--- config.mk ---
export PLATFORM = sky130hd
export DESIGN_NAME = gauss_rng_clt_flat
export DESIGN_NICKNAME = d
export VERILOG_FILES = /design/src/rtl/gauss_rng_clt_if.sv /design/src/rtl/gauss_rng_clt.sv /design/src/flat_wrapper.sv
export SDC_FILE = /design/constraint.sdc
export NUM_CORES = 1
export LEC_CHECK = 0
export BUFFER_PORTS_ARGS = -buffer_cell sky130_fd_sc_hd__buf_2
export CAP_MARGIN = 40
export CORE_UTILIZATION = 38
export DETAILED_ROUTE_END_ITERATION = 8
export HOLD_SLACK_MARGIN = 0.06
export PLACE_DENSITY = 0.66
export REMOVE_ABC_BUFFERS = 1
export SYNTH_ARGS = -nofsm -noshare
export SYNTH_HDL_FRONTEND = slang
export SYNTH_SLANG_ARGS = --single-unit
--- constraint.sdc ---
create_clock -name clock -period 3 [get_ports clock]
set_input_delay 0.15 -clock clock [delete_from_list [all_inputs] [get_ports clock]]
set_output_delay 0.15 -clock clock [all_outputs]
set_load 0.01 [all_outputs]
--- src/rtl/gauss_rng_clt_if.sv ---
// Request/response handshake and seeding bundle for gauss_rng_clt.
// The master side issues requests and consumes samples; the slave side is the generator.
interface gauss_rng_clt_if #(
  parameter int WIDTH = 16,
  parameter int LANES = 4,
  parameter int UBITS = 8
);
  localparam int OUT_W = UBITS + $clog2(LANES);

  logic                      ivalid;
  logic                      iready;
  logic                      oready;
  logic                      ovalid;
  logic                      load;
  logic                      mode;
  logic [LANES*WIDTH-1:0]    seed;
  logic signed [OUT_W-1:0]   dout;

  modport master (
    output ivalid, iready, load, seed, mode,
    input  oready, ovalid, dout
  );

  modport slave (
    input  ivalid, iready, load, seed, mode,
    output oready, ovalid, dout
  );
endinterface

--- src/rtl/gauss_rng_clt.sv ---
// Multi-lane Galois-LFSR Gaussian sampler: lane uniforms summed through an adder tree
// and re-centred to a signed value, or lane 0 alone in uniform mode.
module gauss_rng_clt #(
  parameter int              WIDTH = 16,
  parameter logic [WIDTH-1:0] POLY = 16'hB400,
  parameter int              LANES = 4,
  parameter int              UBITS = 8
) (
  input logic             clock,
  input logic             resetn,
  gauss_rng_clt_if.slave  bus
);
  localparam int               OUT_W   = UBITS + $clog2(LANES);
  localparam int               NODES   = 2 * LANES - 1;
  localparam logic [OUT_W-1:0] LANES_W = OUT_W'(LANES);
  // Centre of the lane sum; equals 2^(OUT_W-1) because LANES is a power of two.
  localparam logic [OUT_W-1:0] OFFSET  = LANES_W << (UBITS - 1);
  localparam logic [UBITS-1:0] HALF    = {1'b1, {(UBITS-1){1'b0}}};

  logic [WIDTH-1:0]       lane_r      [LANES];
  logic [WIDTH-1:0]       lane_next_s [LANES];
  logic [LANES*UBITS-1:0] terms_s;
  logic [OUT_W-1:0]       gauss_s;
  logic [UBITS-1:0]       centred_s;
  logic [OUT_W-1:0]       uni_s;
  logic [OUT_W-1:0]       result_s;
  logic                   v1_r;
  logic                   mode1_r;
  logic                   ovalid_r;
  logic signed [OUT_W-1:0] dout_r;
  logic                   en_s;
  logic                   oready_s;
  logic                   accept_s;

  function automatic logic [WIDTH-1:0] lfsr_step(input logic [WIDTH-1:0] s);
    return (s >> 1) ^ (s[0] ? POLY : {WIDTH{1'b0}});
  endfunction

  function automatic logic [OUT_W-1:0] tree_sum(input logic [LANES*UBITS-1:0] terms);
    logic [OUT_W-1:0] node [NODES];
    for (int k = 0; k < LANES; k++) begin
      node[LANES-1+k] = OUT_W'(terms[k*UBITS +: UBITS]);
    end
    for (int k = LANES - 2; k >= 0; k--) begin
      node[k] = node[2*k+1] + node[2*k+2];
    end
    return node[0];
  endfunction

  assign en_s     = ~ovalid_r | bus.iready;
  assign oready_s = en_s & ~bus.load;
  assign accept_s = bus.ivalid & oready_s;

  // Next lane state: seed load wins over stepping; a zero seed would lock the LFSR.
  always_comb begin
    lane_next_s = lane_r;
    for (int i = 0; i < LANES; i++) begin
      if (bus.load) begin
        if (bus.seed[i*WIDTH +: WIDTH] == {WIDTH{1'b0}}) begin
          lane_next_s[i] = {{(WIDTH-1){1'b0}}, 1'b1};
        end else begin
          lane_next_s[i] = bus.seed[i*WIDTH +: WIDTH];
        end
      end else if (accept_s) begin
        lane_next_s[i] = lfsr_step(lane_r[i]);
      end else begin
        lane_next_s[i] = lane_r[i];
      end
    end
  end

  // Lane state registers; reset gives each lane a distinct non-zero start.
  always_ff @(posedge clock or negedge resetn) begin
    if (!resetn) begin
      for (int i = 0; i < LANES; i++) begin
        lane_r[i] <= WIDTH'(i + 1);
      end
    end else begin
      lane_r <= lane_next_s;
    end
  end

  // Gather the top UBITS of every lane into one packed term vector.
  always_comb begin
    terms_s = {(LANES*UBITS){1'b0}};
    for (int i = 0; i < LANES; i++) begin
      terms_s[i*UBITS +: UBITS] = lane_r[i][WIDTH-1 -: UBITS];
    end
  end

  // Re-centre both candidates and pick the one requested with this sample.
  always_comb begin
    gauss_s   = tree_sum(terms_s) - OFFSET;
    centred_s = lane_r[0][WIDTH-1 -: UBITS] - HALF;
    uni_s     = {{(OUT_W-UBITS){centred_s[UBITS-1]}}, centred_s};
    if (mode1_r) begin
      result_s = uni_s;
    end else begin
      result_s = gauss_s;
    end
  end

  // Two-stage valid pipeline; dout only moves when a real sample advances.
  always_ff @(posedge clock or negedge resetn) begin
    if (!resetn) begin
      v1_r     <= 1'b0;
      mode1_r  <= 1'b0;
      ovalid_r <= 1'b0;
      dout_r   <= {OUT_W{1'b0}};
    end else if (bus.load) begin
      v1_r     <= 1'b0;
      ovalid_r <= 1'b0;
    end else if (en_s) begin
      v1_r     <= accept_s;
      ovalid_r <= v1_r;
      if (v1_r) begin
        dout_r <= result_s;
      end
      if (accept_s) begin
        mode1_r <= bus.mode;
      end
    end
  end

  assign bus.oready = oready_s;
  assign bus.ovalid = ovalid_r;
  assign bus.dout   = dout_r;
endmodule

--- src/flat_wrapper.sv ---
// flat-port wrapper written by rule: the top's interface ports become plain ports
module gauss_rng_clt_flat 
#(
  parameter int              WIDTH = 16,
  parameter logic [WIDTH-1:0] POLY = 16'hB400,
  parameter int              LANES = 4,
  parameter int              UBITS = 8
)
  (clock, resetn, bus_ivalid, bus_iready, bus_load, bus_seed, bus_mode, bus_oready, bus_ovalid, bus_dout);
  gauss_rng_clt_if #(.WIDTH(WIDTH), .LANES(LANES), .UBITS(UBITS)) bus_i ();
  input logic clock;
  input logic resetn;
  input wire logic [$bits(bus_i.ivalid)-1:0] bus_ivalid;
  input wire logic [$bits(bus_i.iready)-1:0] bus_iready;
  input wire logic [$bits(bus_i.load)-1:0] bus_load;
  input wire logic [$bits(bus_i.seed)-1:0] bus_seed;
  input wire logic [$bits(bus_i.mode)-1:0] bus_mode;
  output wire logic [$bits(bus_i.oready)-1:0] bus_oready;
  output wire logic [$bits(bus_i.ovalid)-1:0] bus_ovalid;
  output wire logic [$bits(bus_i.dout)-1:0] bus_dout;
  assign bus_i.ivalid = bus_ivalid;
  assign bus_i.iready = bus_iready;
  assign bus_i.load = bus_load;
  assign bus_i.seed = bus_seed;
  assign bus_i.mode = bus_mode;
  assign bus_oready = bus_i.oready;
  assign bus_ovalid = bus_i.ovalid;
  assign bus_dout = bus_i.dout;
  gauss_rng_clt #(.WIDTH(WIDTH), .POLY(POLY), .LANES(LANES), .UBITS(UBITS)) u_core (.clock(clock), .resetn(resetn), .bus(bus_i));
endmodule
==> results of run 1 <==
path summary, 6_finish.rpt:
check / cells past startpoint / to / slack [ns] / startpoint
max: 13 / u_core.bus.dout[7] / 0.17 / u_core.lane_r[56]
min: 3 / u_core.lane_r[16] / 0.08 / bus_seed[32]
max reg2reg: 13 / u_core.bus.dout[7] / 0.17 / u_core.lane_r[56]
min reg2reg: 2 / u_core.bus.dout[0] / 0.48 / u_core.bus.dout[0]
max in group asynchronous: 3 / u_core.lane_r[16] / 2.05 / resetn
min in group asynchronous: 2 / u_core.lane_r[45] / 0.31 / resetn
power by group:
group / leakage, nW / total [mW] / switching [mW] / internal [mW]
sequential: 0.895 / 1.36 / 0.143 / 1.22
combinational: 1.51 / 1.66 / 0.903 / 0.761
clock: 0.160 / 1.19 / 0.440 / 0.755
total: 2.57 / 4.22 / 1.49 / 2.74
synthesized netlist by cell type, types with 4 or more instances:
cell      count
a21o_1        4
a21oi_1      23
a22oi_1      13
a41oi_1       4
buf_2         7
clkbuf_1     16
dfrtp_1      72
dfstp_2       5
ha_1         25
inv_1         8
mux2i_1      12
nand2_1      49
nor2_1       90
nor3_1       13
nor4_1       13
o21a_1        7
o21ai_1      21
o22ai_1      39
xnor2_1      11
xor2_1       16
state kept, by name, indices dropped and copies added (netlist names):
| name | flops |
|---|---|
| u_core.bus.dout | 10 |
| u_core.bus.ovalid | 1 |
| u_core.lane_r | 64 |
| u_core.mode1_r | 1 |
| u_core.v1_r | 1 |
through the flow:
step                hold slack (ns)  cell area (sq um)   util  setup TNS, ns
CTS                          0.0676               5590  0.487              0
global route                 0.0849               5620  0.490       -0.00179
detailed placement            0.136               5100  0.444         -0.115
finish                       0.0782               5620  0.490              0
floorplan                    -0.146               4370      -              0
global placement              0.359               5070  0.442        -0.0299
worst reg2reg max path, cell delays in order, from the launching register on:
cell and delay, ns:
dfrtp_1 0.38, ha_2 0.20, fa_2 0.34, a21o_1 0.18
a21oi_2 0.16, nor2_2 0.07, a211oi_2 0.17, xnor2_1 0.15
ha_1 0.28, a21oi_1 0.16, o21ai_1 0.10, o21a_1 0.20
o311ai_2 0.22, o21a_1 0.15
metal layers:
layer,vias up,wire length [um],global-route usage,share of wire
li1,1985,-,-,-
met1,1894,5220,0.256,0.45
met2,118,5600,0.332,0.48
met3,16,607,0.0361,0.052
met4,0,227,0.0756,0.019
met5,-,0,0,0
area by class of cell:
class,count,area share
clock buffers,11,0.0432
clock inverters,5,0.0147
inverters,9,0.00601
multi-input cells,384,0.434
flip-flops and latches,77,0.344
well taps,143,0.0318
repair buffers,114,0.127
what timing repair did:
| item | in CTS | in global routing |
|---|---|---|
| endpoints found under the setup margin | 2 | 2 |
| setup buffers | 0 | 2 |
| cloned | 0 | 0 |
| gates resized for setup | 4 | 8 |
| hold endpoints to repair | 45 | 0 |
| pin swaps | 2 | 6 |
| hold buffers | 15 | 0 |
kinds of logic after synthesis:
group | count (synthesis) | synth area share
buffers and inverters | 37 | 0.0378
muxes | 12 | 0.0267
xor gates and xnor gates | 27 | 0.0525
adders and majority gates | 28 | 0.0828
and+or+nand+nor | 187 | 0.185
DFF | 77 | 0.429
AOI/OAI and AO/OA | 130 | 0.187
==> run_results.csv, run 1 <==
group,metric,value,unit
cells_and_area,layout_commonest_cell,"nor2_1",
floorplan,die_h,111,um
cells_and_area,final_cell_count_no_fill,743,
power_and_ir_drop,power,4.22,mW
logic_synthesis,ys_types,52,
cells_and_area,multi_input_area,2440,sq um
cells_and_area,seq_area,1930,sq um
logic_synthesis,avgSynthCellArea,9.05,sq um
logic_synthesis,synth_seq_area_share,0.429,
detailed_routing,wl_per_cell,15.7,um
floorplan,core_region_area,11500,sq um
clock_tree,numClockSinks,77,
timing,setup_viol,0,
logic_synthesis,synth_edf_count,0,
global_route,first_global_vias,4077,
detailed_routing,first_pass_iters,5,
logic_synthesis,syn_area,4510,sq um
setup_path,cp_max_fo,3,
power_and_ir_drop,max-vdd-ir-drop,0.338,mV
setup_path,worstPathArrival,3.11,ns
place,dpl_worst_slack,-0.115,ns
detailed_routing,drc,0,
place,portBuffers,81,
logic_synthesis,ys_seq_elements,77,
cells_and_area,num-fill-cells,1058,
cells_and_area,final_nets,693,
clock_tree,cts_tree,"yes",
cells_and_area,antenna_cells,0,
logic_synthesis,synthArstFlopShare,1.00,
clock_tree,clock_latency,0.34,ns
flow_run,maxCapViolCount,0,
timing,fmax,0.353,GHz
setup_path,path_cells,"ha_2 -> fa_2 -> a21o_1 -> a21oi_2 -> nor2_2 -> a211oi_2 -> xnor2_1 -> ha_1 -> a21oi_1 -> o21ai_1 -> o21a_1 -> o311ai_2 -> o21a_1",
power_and_ir_drop,power.leakage,2.57,nW
clock_tree,clkTransAtPathRegs,0.06,ns
floorplan,rows,39,
timing,period_share,0.945,
place,dp_hpwl,8.44,mm
detailed_routing,wl,11.7,mm
timing,tightest_slew,0.759,ns
logic_synthesis,synth_top_area_share,0.400,
global_route,grt_max_degree,48,
logic_synthesis,synthTopCellsByArea,"dfrtp_1 40%, nor2_1 7.5%, ha_1 6.9%",
logic_synthesis,netlist_instances,498,
logic_synthesis,dominantRegCellSynth,"dfrtp_1",
timing,fin_skew,0.00776,ns
place,place_congestion,0.860,
outcome,outcome,"complete, no violations",
timing,slew_viol_final,0,
setup_path,critPathLaunchType,"register",
detailed_routing,vias_per_cell,5.40,
logic_synthesis,ys_warn_count,0,
timing,slew_headroom,0.494,
setup_path,crit_path_end_kind,"register",
clock_tree,cts_max_level,3,
timing,fin_crit,2.83,ns
clock_tree,cts_buffer_depth,2,
timing,fin_ws,0.166,ns
floorplan,io-pin-count,82,
timing,final_hold_viol_count,0,
setup_path,crit_type,"reg -> reg",
setup_path,cp_top_family,"compound AO/OA/AOI/OAI gates",
setup_path,required,3.28,ns
floorplan,die_x,111,um
hold_path,hold_path_class,"in -> reg",
detailed_routing,first_iter_violations,251,
floorplan,die-area,12300,sq um
cells_and_area,syn_to_final_growth,24.8,%
clock_tree,cts_buffers,9,
floorplan,start_util,0.393,
cells_and_area,drive_gt1_frac,0.233,
setup_path,critPathBufInv,0,
setup_path,cp_slowest_cell,"dfrtp_1",
detailed_routing,vias,4013,
global_route,grt_overflow,0,
place,placedCellCount,710,
setup_path,cpMostUsedCell,"o21a_1",
cells_and_area,final_cell_mix,"89 x nor2_1, 80 x buf_2, 72 x dfrtp_1",
global_route,antenna_found_initial,0,
power_and_ir_drop,pwr_density_cell,751,nW/um^2
detailed_routing,ant_nets,0,
clock_tree,clock-root-buffer,"clkbuf_16",
global_route,grt_pass1_wl,19.6,mm
setup_path,crit_path_max_incr_delay,0.38,ns
global_route,grt_use_total,0.199,
logic_synthesis,yosysTopAreaCell,"dfrtp_1",
Power figures use the tool's default switching activity.
==> run 2: changes to the inputs <==
==> constraint.sdc (replaced) <==
create_clock -name clock -period 3 [get_ports clock]
set_input_delay 0.45 -clock clock [delete_from_list [all_inputs] [get_ports clock]]
set_output_delay 0.45 -clock clock [all_outputs]
set_load 0.01 [all_outputs]
==> run 2 against run 1 <==
Net effect: wire length fell by 2.2%; combinational power about the same; power down 2.3%; worst setup slack lost 0.015 ns; design area is 3.4% lower; critical path depth is the same; cell count fell by 2.4%; global-route usage down 0.16 points; largest power group unchanged.
==> run_results.csv, run 2 (synthesis results as in run 1) <==
group,metric,value,unit
power_and_ir_drop,share_comb_of_total_power,0.400,
setup_path,crit_path_max_incr_delay,0.38,ns
detailed_routing,ant_nets,0,
setup_path,r2r_cells,13,
timing,tightest_slew,0.796,ns
cells_and_area,seq_area,1930,sq um
power_and_ir_drop,switching_power,1.49,mW
detailed_routing,first_pass_iters,4,
cells_and_area,largest_register,"u_core.lane_r",
detailed_routing,vias,3979,
clock_tree,cts_buffer_depth,2,
clock_tree,clock-root-buffer,"clkbuf_16",
detailed_routing,wl_per_cell,15.7,um
outcome,outcome,"complete, no violations",
global_route,grt_overflow,0,
timing,final_hold_viol_count,0,
hold_path,hold_path_class,"in -> reg",
setup_path,critPathLaunchType,"register",
global_route,grt_max_degree,58,
place,dp_hpwl,8.31,mm
timing,rsz0062_at_grt,"yes",
global_route,antenna_found_initial,0,
timing,period_share,0.950,
detailed_routing,drc,0,
cells_and_area,syn_to_final_growth,20.6,%
setup_path,cp_slowest_cell,"dfrtp_1",
floorplan,core_region_area,11500,sq um
cells_and_area,multi_input_area,2440,sq um
floorplan,die_h,111,um
clock_tree,cts_buffers,9,
global_route,grt_use_total,0.197,
cells_and_area,antenna_cells,0,
setup_path,crit_type,"reg -> reg",
power_and_ir_drop,internal_power,2.64,mW
floorplan,io-pin-count,82,
setup_path,cp_max_fo,3,
timing,fin_skew,0.00715,ns
timing,slew_viol_final,0,
floorplan,die-area,12300,sq um
floorplan,die_x,111,um
clock_tree,clock_latency,0.34,ns
power_and_ir_drop,pwr_density_cell,759,nW/um^2
detailed_routing,wl,11.4,mm
clock_tree,clkTransAtPathRegs,0.06,ns
detailed_routing,first_iter_violations,210,
setup_path,worstPathArrival,3.13,ns
flow_run,maxCapViolCount,0,
clock_tree,cts_max_level,3,
cells_and_area,num-fill-cells,1066,
clock_tree,cts_tree,"yes",
cells_and_area,final_nets,675,
setup_path,required,3.28,ns
setup_path,crit_path_end_kind,"register",
timing,slew_headroom,0.468,
place,portBuffers,81,
cells_and_area,drive_gt1_frac,0.235,
cells_and_area,largest_reg_flops,64,
timing,fmax,0.351,GHz
timing,setup_viol,0,
power_and_ir_drop,p_clk_frac,0.269,
timing,fin_crit,2.85,ns
setup_path,path_cells,"ha_2 -> fa_2 -> a21o_1 -> a21oi_2 -> nor2_2 -> a211oi_2 -> xnor2_1 -> ha_1 -> a21oi_2 -> o21ai_1 -> o21a_1 -> o311ai_2 -> o21a_1",
detailed_routing,vias_per_cell,5.49,
floorplan,rows,39,
floorplan,start_util,0.393,
power_and_ir_drop,power.leakage,2.47,nW
place,place_congestion,0.861,
power_and_ir_drop,p_sw_frac,0.361,
clock_tree,numClockSinks,77,
place,placedCellCount,707,
global_route,grt_pass1_wl,19.3,mm
timing,fin_ws,0.151,ns
cells_and_area,final_cell_mix,"89 x nor2_1, 80 x buf_2, 72 x dfrtp_1",
power_and_ir_drop,max-vdd-ir-drop,0.306,mV
cells_and_area,final_cell_count_no_fill,725,
global_route,first_global_vias,3947,
power_and_ir_drop,power_frac_seq,0.331,
place,dpl_worst_slack,-0.137,ns
hold_path,hold_depth,3,
cells_and_area,layout_commonest_cell,"nor2_1",
-- run 2: changes by cell type in the layout (fill, tap and decap cells not counted), sizes merged --
| cell | previous run | this run |
|---|---|---|
| clkinv | 2 | 1 |
| clkinvlp | 0 | 2 |
| bufinv | 2 | 1 |
| buf | 99 | 95 |
| dlygate4sd3 | 15 | 1 |
-- run 2: repair_timing --
action	4_1_cts	5_1_grt
hold buffers	1	0
gates resized for setup	5	7
pin swaps	2	7
endpoints found under the setup margin	2	2
gates cloned	0	0
hold endpoints to repair	19	0
buffers inserted	0	1
-- run 2: per-stage QoR --
step / power, mW / hold slack, ns / TNS [ns] / utilization / instance area (sq um)
3_3_place_gp: 2.94 / 0.459 / -0.0319 / 0.440 / 5050
4_1_cts: 4.13 / 0.296 / 0 / 0.472 / 5410
6_report: 4.12 / 0.306 / 0 / 0.474 / 5430
3_5_place_dp: 2.97 / 0.362 / -0.149 / 0.442 / 5070
2_1_floorplan: 2.50 / 0.154 / 0 / - / 4370
5_1_grt: 4.43 / 0.331 / -0.0739 / 0.474 / 5430
-- run 2: final timing paths --
check                                           to                from  slack, ns
worst max register to register  u_core.bus.dout[7]   u_core.lane_r[56]       0.15
min in group asynchronous        u_core.lane_r[53]              resetn       0.54
worst min-delay path                u_core.mode1_r            bus_mode       0.31
max in group asynchronous        u_core.lane_r[17]              resetn       1.84
worst min register to register  u_core.bus.dout[8]  u_core.bus.dout[8]       0.48
worst max-delay path            u_core.bus.dout[7]   u_core.lane_r[56]       0.15
-- run 2: power by group through the flow --
| stage | Combinational (mW) | Sequential (mW) | Clock, mW |
|---|---|---|---|
| 6_report | 1.65 | 1.36 | 1.11 |
| 5_1_grt | 1.86 | 1.39 | 1.18 |
| 4_1_cts | 1.63 | 1.37 | 1.13 |
| 3_5_place_dp | 1.59 | 1.38 | 0 |
| 3_3_place_gp | 1.56 | 1.38 | 0 |
| 2_1_floorplan | 1.12 | 1.38 | 0 |
-- run 2: worst max-delay path, delay by kind of cell (launching register included) --
kind / cells / cell delay, ns
AO/OA/AOI/OAI: 8 / 1.33
flip-flops: 1 / 0.38
AND/OR/NAND/NOR: 1 / 0.08
adder cells (fa/ha/maj): 3 / 0.90
XOR/XNOR: 1 / 0.11
-- run 2: area by class of cell --
| class | instances | area share |
|---|---|---|
| tap | 143 | 0.0329 |
| timing repair buffer | 96 | 0.100 |
| sequential | 77 | 0.356 |
| inverter | 9 | 0.00622 |
| multi-input combinational | 384 | 0.450 |
| clock buffer | 11 | 0.0447 |
| clock inverter | 5 | 0.0108 |
-- run 2: routing by layer --
metal  vias up  track usage  part of all wire
met3        17       0.0410             0.052
met2       112        0.314              0.47
met1      1911        0.258              0.45
met4         0       0.0880             0.019
met5         -            0                 0
li1       1939            -                 -
==> run 3: changes to the inputs <==
Settings changed: SETUP_SLACK_MARGIN from default to 0.5.
==> run 3 against run 2 <==
Net effect: cell count grew 0.97%; wire length is 2.7% higher; die area did not move; flip-flop and latch count did not move; sequential share of layout area fell by 1.0 points; critical path depth stayed put; register-to-register slack got worse by 0.08 ns; clock-buffer cell count unchanged; highest routed layer unchanged; design area is 2.9% higher.
==> run_results.csv, run 3 (synthesis results as in run 1) <==
group,metric,value,unit
global_route,grt_use_total,0.199,
place,portBuffers,81,
timing,slew_headroom,0.474,
setup_path,required,3.28,ns
detailed_routing,wl,11.7,mm
floorplan,die_h,111,um
floorplan,die_x,111,um
clock_tree,cts_buffers,9,
cells_and_area,drive_gt1_frac,0.268,
cells_and_area,antenna_cells,0,
cells_and_area,final_cell_mix,"88 x nor2_1, 80 x buf_2, 72 x dfrtp_1",
timing,tns,0,ns
outcome,outcome,"complete, no violations",
place,dpl_worst_slack,-0.137,ns
timing,fmax,0.341,GHz
detailed_routing,vias,4034,
cells_and_area,largest_reg_flops,64,
timing,fin_skew,0.00695,ns
clock_tree,clkTransAtPathRegs,0.06,ns
cells_and_area,num-fill-cells,1040,
timing,setup_viol,0,
global_route,first_global_vias,3972,
place,place_area,5070,sq um
timing,slew_viol_final,0,
place,dp_hpwl,8.31,mm
clock_tree,cts_buffer_depth,2,
flow_run,maxCapViolCount,0,
setup_path,crit_type,"reg -> reg",
setup_path,cp_max_fo,3,
setup_path,cp_slowest_cell,"dfrtp_1",
cells_and_area,post-route-util,0.488,
floorplan,core_region_area,11500,sq um
floorplan,io-pin-count,82,
cells_and_area,final_area,5590,sq um
timing,period_share,0.978,
cells_and_area,syn_to_final_growth,24.1,%
detailed_routing,wl_per_cell,16.0,um
setup_path,critPathLaunchType,"register",
timing,tightest_slew,0.786,ns
floorplan,rows,39,
power_and_ir_drop,power,4.46,mW
global_route,grt_overflow,0,
setup_path,path_cells,"ha_2 -> fa_2 -> a21o_1 -> a21oi_2 -> nor2_2 -> a211oi_2 -> xnor2_1 -> ha_1 -> a21oi_2 -> o21ai_1 -> o21a_1 -> o311ai_2 -> o21a_1",
timing,rsz0062_at_grt,"yes",
detailed_routing,drc,0,
cells_and_area,largest_register,"u_core.lane_r",
floorplan,die-area,12300,sq um
clock_tree,cts_tree,"yes",
detailed_routing,vias_per_cell,5.51,
clock_tree,numClockSinks,77,
global_route,grt_pass1_wl,19.5,mm
detailed_routing,ant_nets,0,
floorplan,start_util,0.393,
global_route,antenna_found_initial,0,
power_and_ir_drop,power.leakage,2.53,nW
clock_tree,clock_latency,0.34,ns
timing,final_hold_viol_count,0,
detailed_routing,first_pass_iters,7,
power_and_ir_drop,max-vdd-ir-drop,0.363,mV
place,place_congestion,0.861,
timing,fin_crit,2.93,ns
cells_and_area,final_nets,682,
global_route,grt_max_degree,58,
setup_path,crit_path_max_incr_delay,0.38,ns
cells_and_area,layout_commonest_cell,"nor2_1",
hold_path,hold_path_class,"in -> reg",
setup_path,crit_path_end_kind,"register",
clock_tree,cts_max_level,3,
power_and_ir_drop,pwr_density_cell,797,nW/um^2
detailed_routing,first_iter_violations,256,
timing,fin_ws,0.0663,ns
clock_tree,clock-root-buffer,"clkbuf_16",
setup_path,worstPathArrival,3.21,ns
run 3: where the power goes:
| part | leakage (nW) | internal, mW | switching, mW | total, mW |
|---|---|---|---|---|
| clock network | 0.142 | 0.669 | 0.442 | 1.11 |
| logic | 1.50 | 0.944 | 1.04 | 1.98 |
| registers | 0.895 | 1.22 | 0.148 | 1.37 |
run 3: repair_timing:
| action | CTS | global route |
|---|---|---|
| setup buffers | 5 | 3 |
| hold buffers | 1 | 0 |
| pin swaps | 12 | 5 |
| hold endpoints to repair | 19 | 0 |
| endpoints found under the setup margin | 6 | 6 |
| gates resized for setup | 13 | 19 |
run 3: routing by layer:
| metal | global-route usage | up-vias | part of all wire |
|---|---|---|---|
| met5 | 0 | - | 0 |
| met4 | 0.0880 | 0 | 0.018 |
| met3 | 0.0410 | 16 | 0.048 |
| met2 | 0.318 | 106 | 0.48 |
| met1 | 0.261 | 1958 | 0.46 |
| li1 | - | 1954 | - |
run 3: layout make-up:
type,count,area [sq um],area share
well taps,143,179,0.0320
flip-flops and latches,77,1930,0.346
inverters,9,33.8,0.00604
clock buffers,11,243,0.0434
repair buffers,103,603,0.108
clock inverters,5,58.8,0.0105
multi-input cells,384,2540,0.454
run 3: final timing paths:
| check | to | start | slack, ns | depth (start not counted) |
|---|---|---|---|---|
| max | u_core.bus.dout[7] | u_core.lane_r[56] | 0.07 | 13 |
| min in group asynchronous | u_core.lane_r[53] | resetn | 0.54 | 2 |
| min reg2reg | u_core.bus.dout[8] | u_core.bus.dout[8] | 0.47 | 2 |
| min | u_core.mode1_r | bus_mode | 0.31 | 3 |
| max reg2reg | u_core.bus.dout[7] | u_core.lane_r[56] | 0.07 | 13 |
| max in group asynchronous | u_core.lane_r[17] | resetn | 1.85 | 3 |
run 3: through the flow:
step	cells	hold slack [ns]
floorplan	470	0.154
CTS	729	0.296
detailed placement	707	0.362
finish	732	0.305
global placement	706	0.459
global route	732	0.331
run 3: critical path, delay by kind of cell, from the launching register on:
kind | cells | cell delay (ns)
xor+xnor | 1 | 0.16
compound gates | 8 | 1.40
simple gates | 1 | 0.08
flops | 1 | 0.38
fa+ha+maj | 3 | 0.85
